[src/rtl/instruction_fetch.sv]
// instruction_fetch: owns the PC, reads words over imem req/ack into a prefetch FIFO, one instr per cycle to decode.
// Latency: a word acked in cycle N is on data_out in cycle N+1; zero-wait memory sustains one instruction per cycle.
// Backpressure: stall holds the FIFO head; fetching pauses when the FIFO is full. Optional macro FETCH_MISALIGN_CHECK_EN.
module instruction_fetch #(
  parameter logic [31:0] RESET_PC   = 32'h0000_0000,
  parameter int          FIFO_DEPTH = 4
) (
  input  logic        clock,
  input  logic        reset,
  output logic        imem_req,
  output logic [31:0] imem_addr,
  input  logic        imem_ack,
  input  logic [31:0] imem_rdata,
  input  logic        redirect,
  input  logic [31:0] redirect_pc,
  input  logic        stall,
  output logic [31:0] data_out,
  output logic [31:0] pc_out,
  output logic        valid_out,
  output logic        misalign
);

  localparam int          AW      = (FIFO_DEPTH > 1) ? $clog2(FIFO_DEPTH) : 1;
  localparam logic [31:0] NOP     = 32'h0000_0013;
  localparam logic [AW:0] DEPTH_C = (AW+1)'(FIFO_DEPTH);

  typedef enum logic [1:0] {IDLE, REQ, DROP} state_t;

  state_t        state, state_nxt;
  logic [31:0]   fetch_pc, fetch_pc_nxt;
  logic [31:0]   req_addr, req_addr_nxt;
  logic [31:0]   pc_hold;
  logic          misalign_q, misalign_nxt;
  logic [31:0]   fifo_pc  [FIFO_DEPTH];
  logic [31:0]   fifo_dat [FIFO_DEPTH];
  logic [AW-1:0] rd_ptr, wr_ptr;
  logic [AW:0]   count;
  logic [AW+1:0] post_cnt;
  logic          push, pop, flush;
  logic [31:0]   redir_tgt;
  logic          redir_bad;

`ifdef FETCH_MISALIGN_CHECK_EN
  assign redir_tgt = redirect_pc;
  assign redir_bad = (redirect_pc[1:0] != 2'b00);
`else
  // Low address bits are meaningless for word fetch, so they are simply dropped.
  assign redir_tgt = redirect_pc & 32'hFFFF_FFFC;
  assign redir_bad = 1'b0;
`endif

  assign valid_out = (count != '0);
  assign data_out  = valid_out ? fifo_dat[rd_ptr] : NOP;
  assign pc_out    = valid_out ? fifo_pc[rd_ptr]  : pc_hold;
  assign imem_req  = (state != IDLE);
  assign imem_addr = req_addr;
  assign misalign  = misalign_q;
  // A redirect flushes the FIFO, so the head is never consumed in that cycle.
  assign pop       = valid_out && !stall && !redirect;
  assign post_cnt  = {1'b0, count} + (AW+2)'(1) - (AW+2)'(pop);

  // Next-state and fetch control; redirect takes priority over everything else.
  always_comb begin
    state_nxt    = state;
    fetch_pc_nxt = fetch_pc;
    req_addr_nxt = req_addr;
    misalign_nxt = misalign_q;
    push         = 1'b0;
    flush        = 1'b0;
    if (redirect) begin
      flush        = 1'b1;
      fetch_pc_nxt = redir_tgt;
      misalign_nxt = redir_bad;
      case (state)
        IDLE: begin
          if (!redir_bad) begin
            state_nxt    = REQ;
            req_addr_nxt = redir_tgt;
          end
        end
        default: begin
          // An outstanding request either completes now (data dropped) or must be drained in DROP.
          if (imem_ack) begin
            state_nxt    = redir_bad ? IDLE : REQ;
            req_addr_nxt = redir_tgt;
          end else begin
            state_nxt = DROP;
          end
        end
      endcase
    end else begin
      case (state)
        IDLE: begin
          if (!misalign_q && count < DEPTH_C) begin
            state_nxt    = REQ;
            req_addr_nxt = fetch_pc;
          end
        end
        REQ: begin
          if (imem_ack) begin
            push         = 1'b1;
            fetch_pc_nxt = fetch_pc + 32'd4;
            if (post_cnt < {1'b0, DEPTH_C}) begin
              req_addr_nxt = fetch_pc + 32'd4;
            end else begin
              state_nxt = IDLE;
            end
          end
        end
        DROP: begin
          if (imem_ack) begin
            state_nxt    = misalign_q ? IDLE : REQ;
            req_addr_nxt = fetch_pc;
          end
        end
        default: state_nxt = IDLE;
      endcase
    end
  end

  // Control registers: FSM state, fetch PC, request address, sticky misalign flag.
  always_ff @(posedge clock or posedge reset) begin
    if (reset) begin
      state      <= IDLE;
      fetch_pc   <= RESET_PC;
      req_addr   <= RESET_PC;
      misalign_q <= 1'b0;
    end else begin
      state      <= state_nxt;
      fetch_pc   <= fetch_pc_nxt;
      req_addr   <= req_addr_nxt;
      misalign_q <= misalign_nxt;
    end
  end

  // FIFO pointers, occupancy and the pc shown while empty (last head presented).
  always_ff @(posedge clock or posedge reset) begin
    if (reset) begin
      rd_ptr  <= '0;
      wr_ptr  <= '0;
      count   <= '0;
      pc_hold <= 32'h0;
    end else begin
      if (valid_out) pc_hold <= fifo_pc[rd_ptr];
      if (flush) begin
        rd_ptr <= '0;
        wr_ptr <= '0;
        count  <= '0;
      end else begin
        if (push) wr_ptr <= wr_ptr + AW'(1);
        if (pop)  rd_ptr <= rd_ptr + AW'(1);
        if (push && !pop)      count <= count + (AW+1)'(1);
        else if (!push && pop) count <= count - (AW+1)'(1);
      end
    end
  end

  // FIFO storage; entries are tagged with the PC they were fetched from.
  always_ff @(posedge clock) begin
    if (push) begin
      fifo_pc[wr_ptr]  <= fetch_pc;
      fifo_dat[wr_ptr] <= imem_rdata;
    end
  end

endmodule

[config.mk]
export PLATFORM = sky130hd
export DESIGN_NAME = instruction_fetch
export DESIGN_NICKNAME = d
export VERILOG_FILES = /design/src/rtl/instruction_fetch.sv
export SDC_FILE = /design/constraint.sdc
export NUM_CORES = 1
export LEC_CHECK = 0
export ABC_AREA = 1
export CORE_ASPECT_RATIO = 0.9
export CORE_MARGIN = 3
export CORE_UTILIZATION = 55
export DETAILED_ROUTE_END_ITERATION = 10
export DONT_BUFFER_PORTS = 1
export GPL_TIMING_DRIVEN = 0
export PLACE_DENSITY = 0.7
export SYNTH_ARGS = -nofsm -noshare
export SYNTH_HDL_FRONTEND = slang
export SYNTH_SLANG_ARGS = --single-unit
[constraint.sdc]
create_clock -name clock -period 12.9 [get_ports clock]
set_input_delay 1.935 -clock clock [delete_from_list [all_inputs] [get_ports clock]]
set_output_delay 1.935 -clock clock [all_outputs]
set_load 0.02 [all_outputs]
# After elaboration in Yosys (flattened, before gate mapping)
# Memory sizes are Yosys's and may differ from the RTL's.
# Index checks and enable logic that the tools add are counted.
# word_totals
regBits	105
n_memories	2
ram_bits	256
# mem_list
memory	depth	width	rd	rd_ports_with_merged_regs	write_ports	line	text
fifo_dat	4	32	1	0	1	35	logic [31:0] fifo_dat [FIFO_DEPTH];
fifo_pc	4	32	1	0	1	34	logic [31:0] fifo_pc [FIFO_DEPTH];
# classes
muxes	34
add_sub_neg	7
order_cmp	2
eq_ne	8
n_reduce_logical	20
# ops
operator	count
2-to-1 mux 32 bit	12
case mux 32 bit (3 select lines)	1
adder 32 x 3 -> 32 bit (second input constant)	1
2-to-1 mux 2 bit	11
inequality test 3 bit (second input constant)	5
nonzero test 2 bit	5
2-to-1 mux 3 bit	3
2-to-1 mux 1 bit	6
case mux 2 bit (3 select lines)	1
AND reduction 6 bit	1
nonzero test 3 bit	2
adder 2 x 1 -> 2 bit (second input constant)	2
adder 3 x 1 -> 4 bit (second input constant)	1
logical AND 1 bit	4
zero test 1 bit	4
less-than comparator 4 x 3 -> 1 bit (second input constant)	1
AND reduction 4 bit	1
nonzero test 4 bit	1
subtractor 4 x 1 -> 4 bit	1
adder 3 x 1 -> 3 bit (second input constant)	1
less-than comparator 3 bit (second input constant)	1
inequality test 3 x 2 -> 1 bit (second input constant)	1
subtractor 3 x 1 -> 3 bit (second input constant)	1
== test 2 x 1 -> 1 bit (second input constant)	1
3 further kinds	3

# Depth between registers and ports, before layout
# depth
ltp_word	9
mapped_depth	11

# Worst setup path before layout
# OpenSTA, ideal clock, no wires.
# synth_path
path_kind	in2reg
startpoint	input redirect
endpoint	memory fifo_dat[0][0] (enable)
setup_ns	0.482
stages	5
path_buffers	2
arrival_ns	5.045
slack_ns	7.372
cell_sequence	buf_6 -> nor2_4 -> inv_2 -> buf_2 -> nor2_1
# synth_via
elab_chain_cells	3
# synth_lines
item	line	text
start: declaration	14	input logic redirect,
2-to-1 mux 1 bit	70	if (redirect) begin
2-to-1 mux 1 bit	160	if (push) begin
2-to-1 mux 1 bit (not written as such)	162	fifo_dat[wr_ptr] <= imem_rdata;
end: declaration	35	
# Every way passes these cells.

# Worst setup path in the final report
# layout_path
startpoint	register rd_ptr[0]
endpoint	output data_out[1]
# layout_via
elab_chain_cells	2
# layout_lines
item	line	text
start: declaration	36	logic [AW-1:0] rd_ptr, wr_ptr;
start signal: assignment	151	if (pop) rd_ptr <= rd_ptr + AW'(1);
memory read (4 x 32 bit)	-	
2-to-1 mux 32 bit	53	assign data_out = valid_out ? fifo_dat[rd_ptr] : NOP;
end: declaration	17	output logic [31:0] data_out,
# Every way passes these cells.

==> flow_metrics.env <==
export IMPL_status="finished with violations"
export IMPL_violations="max-capacitance violations, max-slew violations"
export IMPL_fp_coreArea_mm2=0.0266
export IMPL_period_share=0.369
export IMPL_clockRootBuffer="clkbuf_16"
export IMPL_cp_arrival_ns=2.83
export IMPL_vdd_drop_max_mv=0.142
export IMPL_ys_async_sr_fraction=0.291
export IMPL_fin_tns_setup_ns=0
export IMPL_grt_pass1_vias=10500
export IMPL_routed_wirelength_um=37800
export IMPL_yosysUniqueCellTypes=40
export IMPL_clock_fmax_mhz=210
export IMPL_relSlewSlack=-0.0119
export IMPL_dp_hpwl_um=25300
export IMPL_cts_sinks=350
export IMPL_syn_to_final_growth_pct=12.5
export IMPL_critPathKind="reg -> out"
export IMPL_routabilityCongestion=0.867
export IMPL_cap_violations=1
export IMPL_drcViolationCount=0
export IMPL_syn_nets=1541
export IMPL_boundaryPins=168
export IMPL_path_cells="buf_2 -> clkbuf_1 -> nor2_1 -> o311ai_0"
export IMPL_drive_gt1_frac=0.0907
export IMPL_cp_end_kind="output port"
export IMPL_clk_latency_ns=0.52
export IMPL_synth_area_mm2=0.0151
export IMPL_cp_num_buf_inv=2
export IMPL_required_ns=10.97
export IMPL_final_cell_mix="nor2_1 (355), edfxtp_1 (248), nand2_1 (217)"
export IMPL_grt_max_degree=80
export IMPL_place_area_mm2=0.0158
export IMPL_grt_ovfl_total=0
export IMPL_min_path_type="reg -> reg"
export IMPL_num_rows=56
export IMPL_synth_top_area_share=0.493
export IMPL_drtAntennaViolNets=0
export IMPL_hold_slack_ns=0.514
export IMPL_setup_violations=0
export IMPL_dieHeight_um=163
export IMPL_ys_seq_area_frac=0.662
export IMPL_dr_total_vias=10600
export IMPL_leakage_uw=0.00644
export IMPL_final_hold_violation_count=0
export IMPL_cp_start_kind="flip-flop"
export IMPL_syn_inst=1466
export IMPL_setup_ws_ns=8.14
export IMPL_cp_max_fo=10
export IMPL_cts_hold_buffers=0
export IMPL_critPathSlowestCell="o311ai_0"
export IMPL_io_buffer_count=0
export IMPL_worst_pin_slew_ns=1.50
export IMPL_cts_setup_buffers=0
export IMPL_finClkSkew_ns=0.0148
export IMPL_antenna_diode_count=0
export IMPL_synth_area_leader_cell="edfxtp_1"
export IMPL_synth_edf_count=248
export IMPL_critPathTopFamily="compound AO/OA/AOI/OAI gates"
export IMPL_powerDensity_mw_per_mm2=220
export IMPL_syn_avg_cell_area_um2=10.3
export IMPL_cts_buffer_depth=3
export IMPL_antenna_found_initial=0
export IMPL_clk_pin_slew_ns=0.06
export IMPL_track_usage=0.256
export IMPL_cts_tree="done"
export IMPL_fillCellCount=2098
export IMPL_synth_ff_type="edfxtp_1"
export IMPL_slowest_delay_ns=1.24
export IMPL_final_nets=1589
export IMPL_preCtsSetupSlack_ns=8.66
export IMPL_numCtsBuffers=37
export IMPL_drtPass1Iterations=6
export IMPL_synth_area_leaders="edfxtp_1 (49%), dfrtp_1 (17%), nor2_1 (8.9%)"
export IMPL_drv_slew=1
export IMPL_wire_per_inst_um=20.0
export IMPL_drt_iter0_markers=898
export IMPL_rsz0062_at_grt="false"
export IMPL_yosysWarnings=0
export IMPL_post_route_min_period_ns=4.76
export IMPL_dieWidth_um=181
export IMPL_ys_ff_latch=350
export IMPL_final_cell_area_mm2=0.0170
export IMPL_initial_core_util=0.569
export IMPL_h_tree_depth=2
export IMPL_vias_per_cell=5.61
export IMPL_grt_pass1_wl_um=58800
export IMPL_ctsResizeCount=0
export IMPL_final_common_cell="nor2_1"
export IMPL_die_area_mm2=0.0295
## state kept, by name, summed over array words and instances, names as in the netlist
| register | cells |
|---|---|
| rd_ptr | 2 |
| fetch_pc | 30 |
| fifo_pc | 120 |
| wr_ptr | 2 |
| pc_hold | 32 |
| state | 2 |
| imem_addr | 31 |
| count | 3 |
| fifo_dat | 128 |
## cells in the mapped netlist (8+ instances only)
master and instances:
nand3_1 36, o211ai_1 23, a31oi_1 31, clkbuf_1 39, o21ai_0 142, nand2_2 10, xor2_1 8, nor2_4 8
inv_1 75, nor2_1 359, inv_2 8, a21oi_1 72, edfxtp_1 248, nand2_1 217, buf_2 23, dfrtp_1 102
## per-layer routing
metal  part of all wire  wire length, µm  vias to the layer above  track usage
met4              0.026              975                        0       0.0809
met3               0.10             3780                       69       0.0677
li1                   -                -                     5085            -
met2               0.47            17700                      455        0.415
met1               0.40            15300                     5008        0.344
met5                  0                0                        -            0
## path summary, 6_finish.rpt
check                                      start                        to  slack [ns]  cells past startpoint
max in group asynchronous                  reset      pc_hold[1]$_DFF_PP0_       10.95                      2
min reg2reg                 state[0]$_DFFE_PP0P_      state[0]$_DFFE_PP0P_        0.51                      2
min                         state[0]$_DFFE_PP0P_      state[0]$_DFFE_PP0P_        0.51                      2
min in group asynchronous                  reset      state[0]$_DFFE_PP0P_        1.23                      1
max                        rd_ptr[0]$_DFFE_PP0P_               data_out[1]        8.14                      4
max reg2reg                 state[1]$_DFFE_PP0P_  fifo_dat[3][3]$_DFFE_PP_       10.15                      7
## tightest hold or removal path, stage by stage (launching register included)
cell	delay (ns)
dfrtp_1	0.37
nand2_1	0.06
nand2_1	0.05
## stage by stage
stage                     power [µW]  std cells  utilization
after floorplan                 2360       1466            -
after global placement          2670       1814        0.585
after detailed placement        2700       1823        0.594
after CTS                       3750       1891        0.639
after global routing            3920       1891        0.639
final                           3730       1891        0.639
## power breakdown
part / internal (µW) / switching, µW / total, µW
clock network: 627 / 416 / 1040
registers: 1400 / 177 / 1570
logic: 270 / 841 / 1110
total: 2290 / 1430 / 3730
## cell type report
| cell class | instances | area [µm²] | area share |
|---|---|---|---|
| timing repair buffer | 9 | 203 | 0.0119 |
| buffer | 77 | 363 | 0.0214 |
| clock buffer | 57 | 1090 | 0.0644 |
| sequential | 350 | 10000 | 0.589 |
| multi-input combinational | 954 | 4440 | 0.262 |
| tap | 348 | 435 | 0.0256 |
| clock inverter | 11 | 114 | 0.00671 |
| inverter | 85 | 329 | 0.0194 |
## logic make-up after synthesis
| group | synth area share |
|---|---|
| xor gates and xnor gates | 0.00522 |
| and+or+nand+nor | 0.172 |
| AOI/OAI and AO/OA | 0.109 |
| buffers and inverters | 0.0455 |
| other | 0.000248 |
| DFF | 0.662 |
| adders and majority gates | 0.00547 |
Note: power is estimated with default switching activity, not from simulation.
